`src/rtl/systolic_result_drain_pkg.sv`:
```
// Shared constants and state type for the systolic result drain.
package systolic_result_drain_pkg;

    localparam int N   = 4;
    localparam int M   = 18;
    localparam int WIN = 2 * N - 1;

    typedef enum logic [1:0] {
        IDLE    = 2'd0,
        CAPTURE = 2'd1,
        DRAIN   = 2'd2
    } state_t;

endpackage

```
`src/rtl/systolic_result_drain_skew_delay_line.sv`:
```
// Fixed-length register chain used to undo the diagonal skew of one column.
module skew_delay_line #(
    parameter int DEPTH = 1,
    parameter int W     = 8
) (
    input  logic         clk,
    input  logic         rst,
    input  logic [W-1:0] i_d,
    output logic [W-1:0] o_q
);

    if (DEPTH == 0) begin : g_wire
        logic w_unused;
        assign w_unused = clk ^ rst;
        assign o_q      = i_d;
    end else begin : g_chain
        logic [W-1:0] r_stage [DEPTH];

        always_ff @(posedge clk or posedge rst) begin
            if (rst) begin
                for (int i = 0; i < DEPTH; i++) r_stage[i] <= '0;
            end else begin
                r_stage[0] <= i_d;
                for (int i = 1; i < DEPTH; i++) r_stage[i] <= r_stage[i-1];
            end
        end

        assign o_q = r_stage[DEPTH-1];
    end

endmodule

```
`src/rtl/systolic_result_drain.sv`:
```
// Re-aligns skewed PE-array column outputs into whole rows and buffers them behind valid/ready.
module systolic_result_drain
    import systolic_result_drain_pkg::*;
(
    input  logic           clk,
    input  logic           rst,
    input  logic           start,
    input  logic [N*M-1:0] col_data,
    output logic           busy,
    output logic           start_err,
    output logic           out_valid,
    input  logic           out_ready,
    output logic [N*M-1:0] out_row,
    output logic           out_last
);

    localparam int PW = $clog2(N);
    localparam int CW = $clog2(N + 1);
    localparam int WW = $clog2(WIN);

    logic [N*M-1:0] w_aligned;

    // Column c is delayed N-1-c cycles so every column's row r lands together.
    for (genvar c = 0; c < N; c++) begin : g_col
        skew_delay_line #(
            .DEPTH(N - 1 - c),
            .W    (M)
        ) u_dly (
            .clk(clk),
            .rst(rst),
            .i_d(col_data[c*M +: M]),
            .o_q(w_aligned[c*M +: M])
        );
    end

    state_t         r_state;
    logic [WW-1:0]  r_win;
    logic           r_err;
    logic [N*M-1:0] r_mem [N];
    logic [N-1:0]   r_last_mem;
    logic [PW-1:0]  r_rd;
    logic [PW-1:0]  r_wr;
    logic [CW-1:0]  r_cnt;

    logic           w_win_end;
    logic           w_push;
    logic           w_pop;
    logic [CW-1:0]  w_cnt_nxt;

    function automatic logic [PW-1:0] nxt_ptr(input logic [PW-1:0] p);
        return (p == PW'(N - 1)) ? '0 : p + 1'b1;
    endfunction

    // Aligned rows exist from window offset N-1 onward; the final offset carries row N-1.
    assign w_win_end = (r_win == WW'(WIN - 1));
    assign w_push    = (r_state == CAPTURE) && (r_win >= WW'(N - 1));
    assign out_valid = (r_cnt != '0);
    assign w_pop     = out_valid && out_ready;
    assign w_cnt_nxt = r_cnt + CW'(w_push) - CW'(w_pop);

    always_ff @(posedge clk or posedge rst) begin
        if (rst) begin
            r_state <= IDLE;
            r_win   <= '0;
            r_err   <= 1'b0;
        end else begin
            case (r_state)
                IDLE: begin
                    if (start) begin
                        r_state <= CAPTURE;
                        r_win   <= '0;
                    end
                end
                CAPTURE: begin
                    if (w_win_end) begin
                        r_win   <= '0;
                        r_state <= (w_cnt_nxt == '0) ? IDLE : DRAIN;
                    end else begin
                        r_win <= r_win + 1'b1;
                    end
                end
                DRAIN: begin
                    if (w_cnt_nxt == '0) r_state <= IDLE;
                end
                default: r_state <= IDLE;
            endcase
            if (start && (r_state != IDLE)) r_err <= 1'b1;
        end
    end

    always_ff @(posedge clk or posedge rst) begin
        if (rst) begin
            r_rd       <= '0;
            r_wr       <= '0;
            r_cnt      <= '0;
            r_last_mem <= '0;
            for (int i = 0; i < N; i++) r_mem[i] <= '0;
        end else begin
            if (w_push) begin
                r_mem[r_wr]      <= w_aligned;
                r_last_mem[r_wr] <= w_win_end;
                r_wr             <= nxt_ptr(r_wr);
            end
            if (w_pop) r_rd <= nxt_ptr(r_rd);
            r_cnt <= w_cnt_nxt;
        end
    end

    assign busy      = (r_state != IDLE);
    assign start_err = r_err;
    assign out_row   = out_valid ? r_mem[r_rd] : '0;
    assign out_last  = out_valid & r_last_mem[r_rd];

endmodule

```
`config.mk`:
```
export PLATFORM = sky130hd
export DESIGN_NAME = systolic_result_drain
export DESIGN_NICKNAME = d
export VERILOG_FILES = /design/src/rtl/systolic_result_drain_pkg.sv /design/src/rtl/systolic_result_drain_skew_delay_line.sv /design/src/rtl/systolic_result_drain.sv
export SDC_FILE = /design/constraint.sdc
export NUM_CORES = 1
export LEC_CHECK = 0
export BUFFER_PORTS_ARGS = -buffer_cell sky130_fd_sc_hd__buf_4
export CAP_MARGIN = 0
export CORE_MARGIN = 3
export CORE_UTILIZATION = 64
export DETAILED_ROUTE_END_ITERATION = 16
export HOLD_SLACK_MARGIN = 0.05
export MAX_ROUTING_LAYER = met4
export PLACE_DENSITY_LB_ADDON = 0.15
export SYNTH_ARGS = -nofsm -noshare
export SYNTH_HDL_FRONTEND = slang
export SYNTH_SLANG_ARGS = --single-unit
```
`constraint.sdc`:
```
create_clock -name clk -period 25.7 [get_ports clk]
set_input_delay 3.855 -clock clk [delete_from_list [all_inputs] [get_ports clk]]
set_output_delay 3.855 -clock clk [all_outputs]
set_load 0.01 [all_outputs]
```
==> flow_summary.yaml <==
layout:
  fin_nets: 1194
  stdcell_area_sq_um: 20300
  nFillCells: 1694
  final_util: 0.746
  antenna_cells: 0
  multi_input_area_sq_um: 6840
  seq_area_sq_um: 10300
  drive_above_1_share: 0.535
  syn2layout_area_growth_pct: 13.5
  layout.cells.non_filler: 1515
sta:
  post-route-period-util: 0.273
  worst_clock_skew_ps: 17.4
  relSlewSlack: 0.237
  slew_violations: 0
  fin_crit_ps: 7030
  layout_setup_ws_ps: 18670
  tightest_slew_ps: 1140
  rsz0062_at_grt: "no"
  fin_tns_setup_ps: 0
  fmax_mhz: 142
  setup_viol: 0
  hold_ws_ps: 339
  finalHoldViolations: 0
route:
  drt_iter0_markers: 569
  drt-total-wl_um: 32600
  avgRoutedWirePerCell_um: 21.5
  vias: 8570
  postRouteAntennaNets: 0
  first_pass_iters: 4
  via_per_inst: 5.66
  drc: 0
logic_synthesis:
  ys_top_cells_by_area: "dfrtp_1, mux2_4, mux4_2"
  synth-seq-cells: 413
  yosys_warnings: 0
  postSynthCellCount: 961
  synth_seq_area_share: 0.577
  synth_area_per_cell_sq_um: 18.6
  synth_top_flop_cell: "dfrtp_1"
  ys_types: 30
  yosysTopAreaCell: "dfrtp_1"
  async_flop_share: 1.00
  yosysTopAreaCellShare: 0.577
  syn_nets: 1046
  synth_area_sq_um: 17900
  synth-edff-count: 0
critical_path:
  crit_type: "register to output pin"
  cp.required_ps: 21840
  cp_slowest_stage_delay_ps: 950
  worst_ep_arrival_time_ps: 3170
  start_kind: "register"
  worstPathCellList: "buf_4 -> mux4_2 -> and2_1 -> buf_4"
  timing.critical_path.from: "r_rd[1]$_DFFE_PP0P_"
  crit_path_frequent_cell: "buf_4"
  end_kind: "output pin"
  path_max_fanout: 38
  r2r-start: "r_win[0]$_DFFE_PP0P_"
  slowest_stage: "dfrtp_4"
global_route:
  grt_overflow_total: 0
  grt_max_degree: 186
  antenna_found_initial: 0
  grt_usage: 0.231
  grt_pass1_wl_um: 54200
  grt_pass1_vias: 9706
power:
  p_comb_frac: 0.441
  fin_total_pwr_mw: 3.04
  p_switching_uw: 903
  p_int_mw: 2.14
  peakVddDrop_mv: 0.0822
  sequentialPowerShare: 0.358
  p_clk_frac: 0.202
  p_per_area_nw_per_um2: 150
  p_leak_nw: 9.23
  p_sw_frac: 0.297
place:
  dp_cells: 1436
  port_buffers: 151
  dpl_cell_area_sq_um: 18900
  place_ws_ps: 19000
  hpwl_um: 18300
  gp_congestion: 0.727
cts:
  path_clk_slew_ps: 60
  post_cts_resized: 0
  cts_hold_buf: 0
  post-cts-setup-buffer-count: 0
  max-clock-path-buffers: 3
  htreeDepth: 2
  clockRootBuffer: "clkbuf_16"
  clkLatencyLatePin_ps: 530
  cts_tree: "yes"
  tritoncts_num_sinks: 413
  cts_made_buffers: 43
die:
  core_area_sq_um: 27300
  num_rows: 60
  pin_count: 152
  dieArea_sq_um: 30000
  die_height_um: 173
  fp.dieW_um: 173
  start_util: 0.657
outcome:
  status: "finished clean"
job:
  maxCapViolCount: 0
hold_path:
  min_from: "g_col[0].u_dly.g_chain.r_stage[29]$_DFF_PP0_"
  hold_path.class: "register to register"
## worst paths after layout
| path | end | slack, ps | depth (start not counted) |
|---|---|---|---|
| setup / recovery | out_row[52] | 18670 | 4 |
| hold / removal | g_col[0].u_dly.o_q[11]$_DFF_PP0_ | 340 | 0 |
| setup reg to reg | r_mem[286]$_DFFE_PP0P_ | 22600 | 6 |
| hold reg to reg | g_col[0].u_dly.o_q[11]$_DFF_PP0_ | 340 | 0 |
| max in group asynchronous | g_col[0].u_dly.g_chain.r_stage[28]$_DFF_PP0_ | 19710 | 4 |
| min in group asynchronous | g_col[2].u_dly.o_q[12]$_DFF_PP0_ | 3480 | 2 |
## cell usage in the layout, fill, tap and decap left out, types with 8 or more instances in the layout
master	instances
dfrtp_1	411
ha_1	8
clkinv_2	13
and2_1	75
mux4_2	73
clkbuf_16	44
mux2_2	16
mux2_4	280
buf_4	159
## layout make-up
cell class,count,area share
inverters,8,0.00185
clock inverters,22,0.0103
well taps,372,0.0229
multi-input cells,483,0.337
clock buffers,57,0.0596
repair buffers,160,0.0597
flip-flops and latches,413,0.509
## sequential cells by signal, indices dropped and copies added, names as in the netlist
register / flops
g_col.u_dly.g_chain.r_stage: 54
r_cnt: 3
r_rd: 2
r_state: 2
r_mem: 288
start_err: 1
r_last_mem: 4
g_col.u_dly.o_q: 54
r_win: 3
r_wr: 2
## kinds of logic after synthesis
| kind of cell | synth area share |
|---|---|
| AOI/OAI and AO/OA | 0.00356 |
| DFF | 0.577 |
| and+or+nand+nor | 0.0330 |
| adders and majority gates | 0.00671 |
| muxes | 0.337 |
| buffers and inverters | 0.0419 |
| xor gates and xnor gates | 0.000978 |
## Yosys cell counts (2+ instances only)
master / n
dfrtp_1: 413
mux2_4: 280
and2_1: 75
mux4_2: 73
buf_12: 28
mux2_2: 16
buf_2: 11
clkbuf_1: 11
ha_1: 8
inv_1: 8
and3b_1: 5
buf_6: 4
nand2_1: 4
o21ai_0: 3
a21o_1: 2
and2b_1: 2
buf_4: 2
nor2_1: 2
nor3b_1: 2
xnor2_1: 2
## power by group through the flow
stage / combinational, mW / sequential [mW] / clock (mW)
2_1_floorplan: 1.10 / 1.01 / 0
3_3_place_gp: 1.32 / 1.08 / 0
3_5_place_dp: 1.35 / 1.09 / 0
4_1_cts: 1.36 / 1.09 / 0.627
5_1_grt: 1.43 / 1.12 / 0.656
6_report: 1.34 / 1.09 / 0.614
## critical path: cells and delay by family (launching register included)
| family | cells | cell delay [ps] |
|---|---|---|
| flip-flops | 1 | 950 |
| multiplexers | 1 | 580 |
| buffers and inverters | 2 | 890 |
| AND/OR/NAND/NOR | 1 | 190 |
## routing by layer
layer	up-vias	global-route usage	wire (um)
met5	-	-	0
met4	0	0.0426	414
met3	34	0.0353	1300
met2	171	0.364	15900
met1	4641	0.330	15000
li1	3724	-	-
No activity file was read; power rests on OpenSTA's default activity.
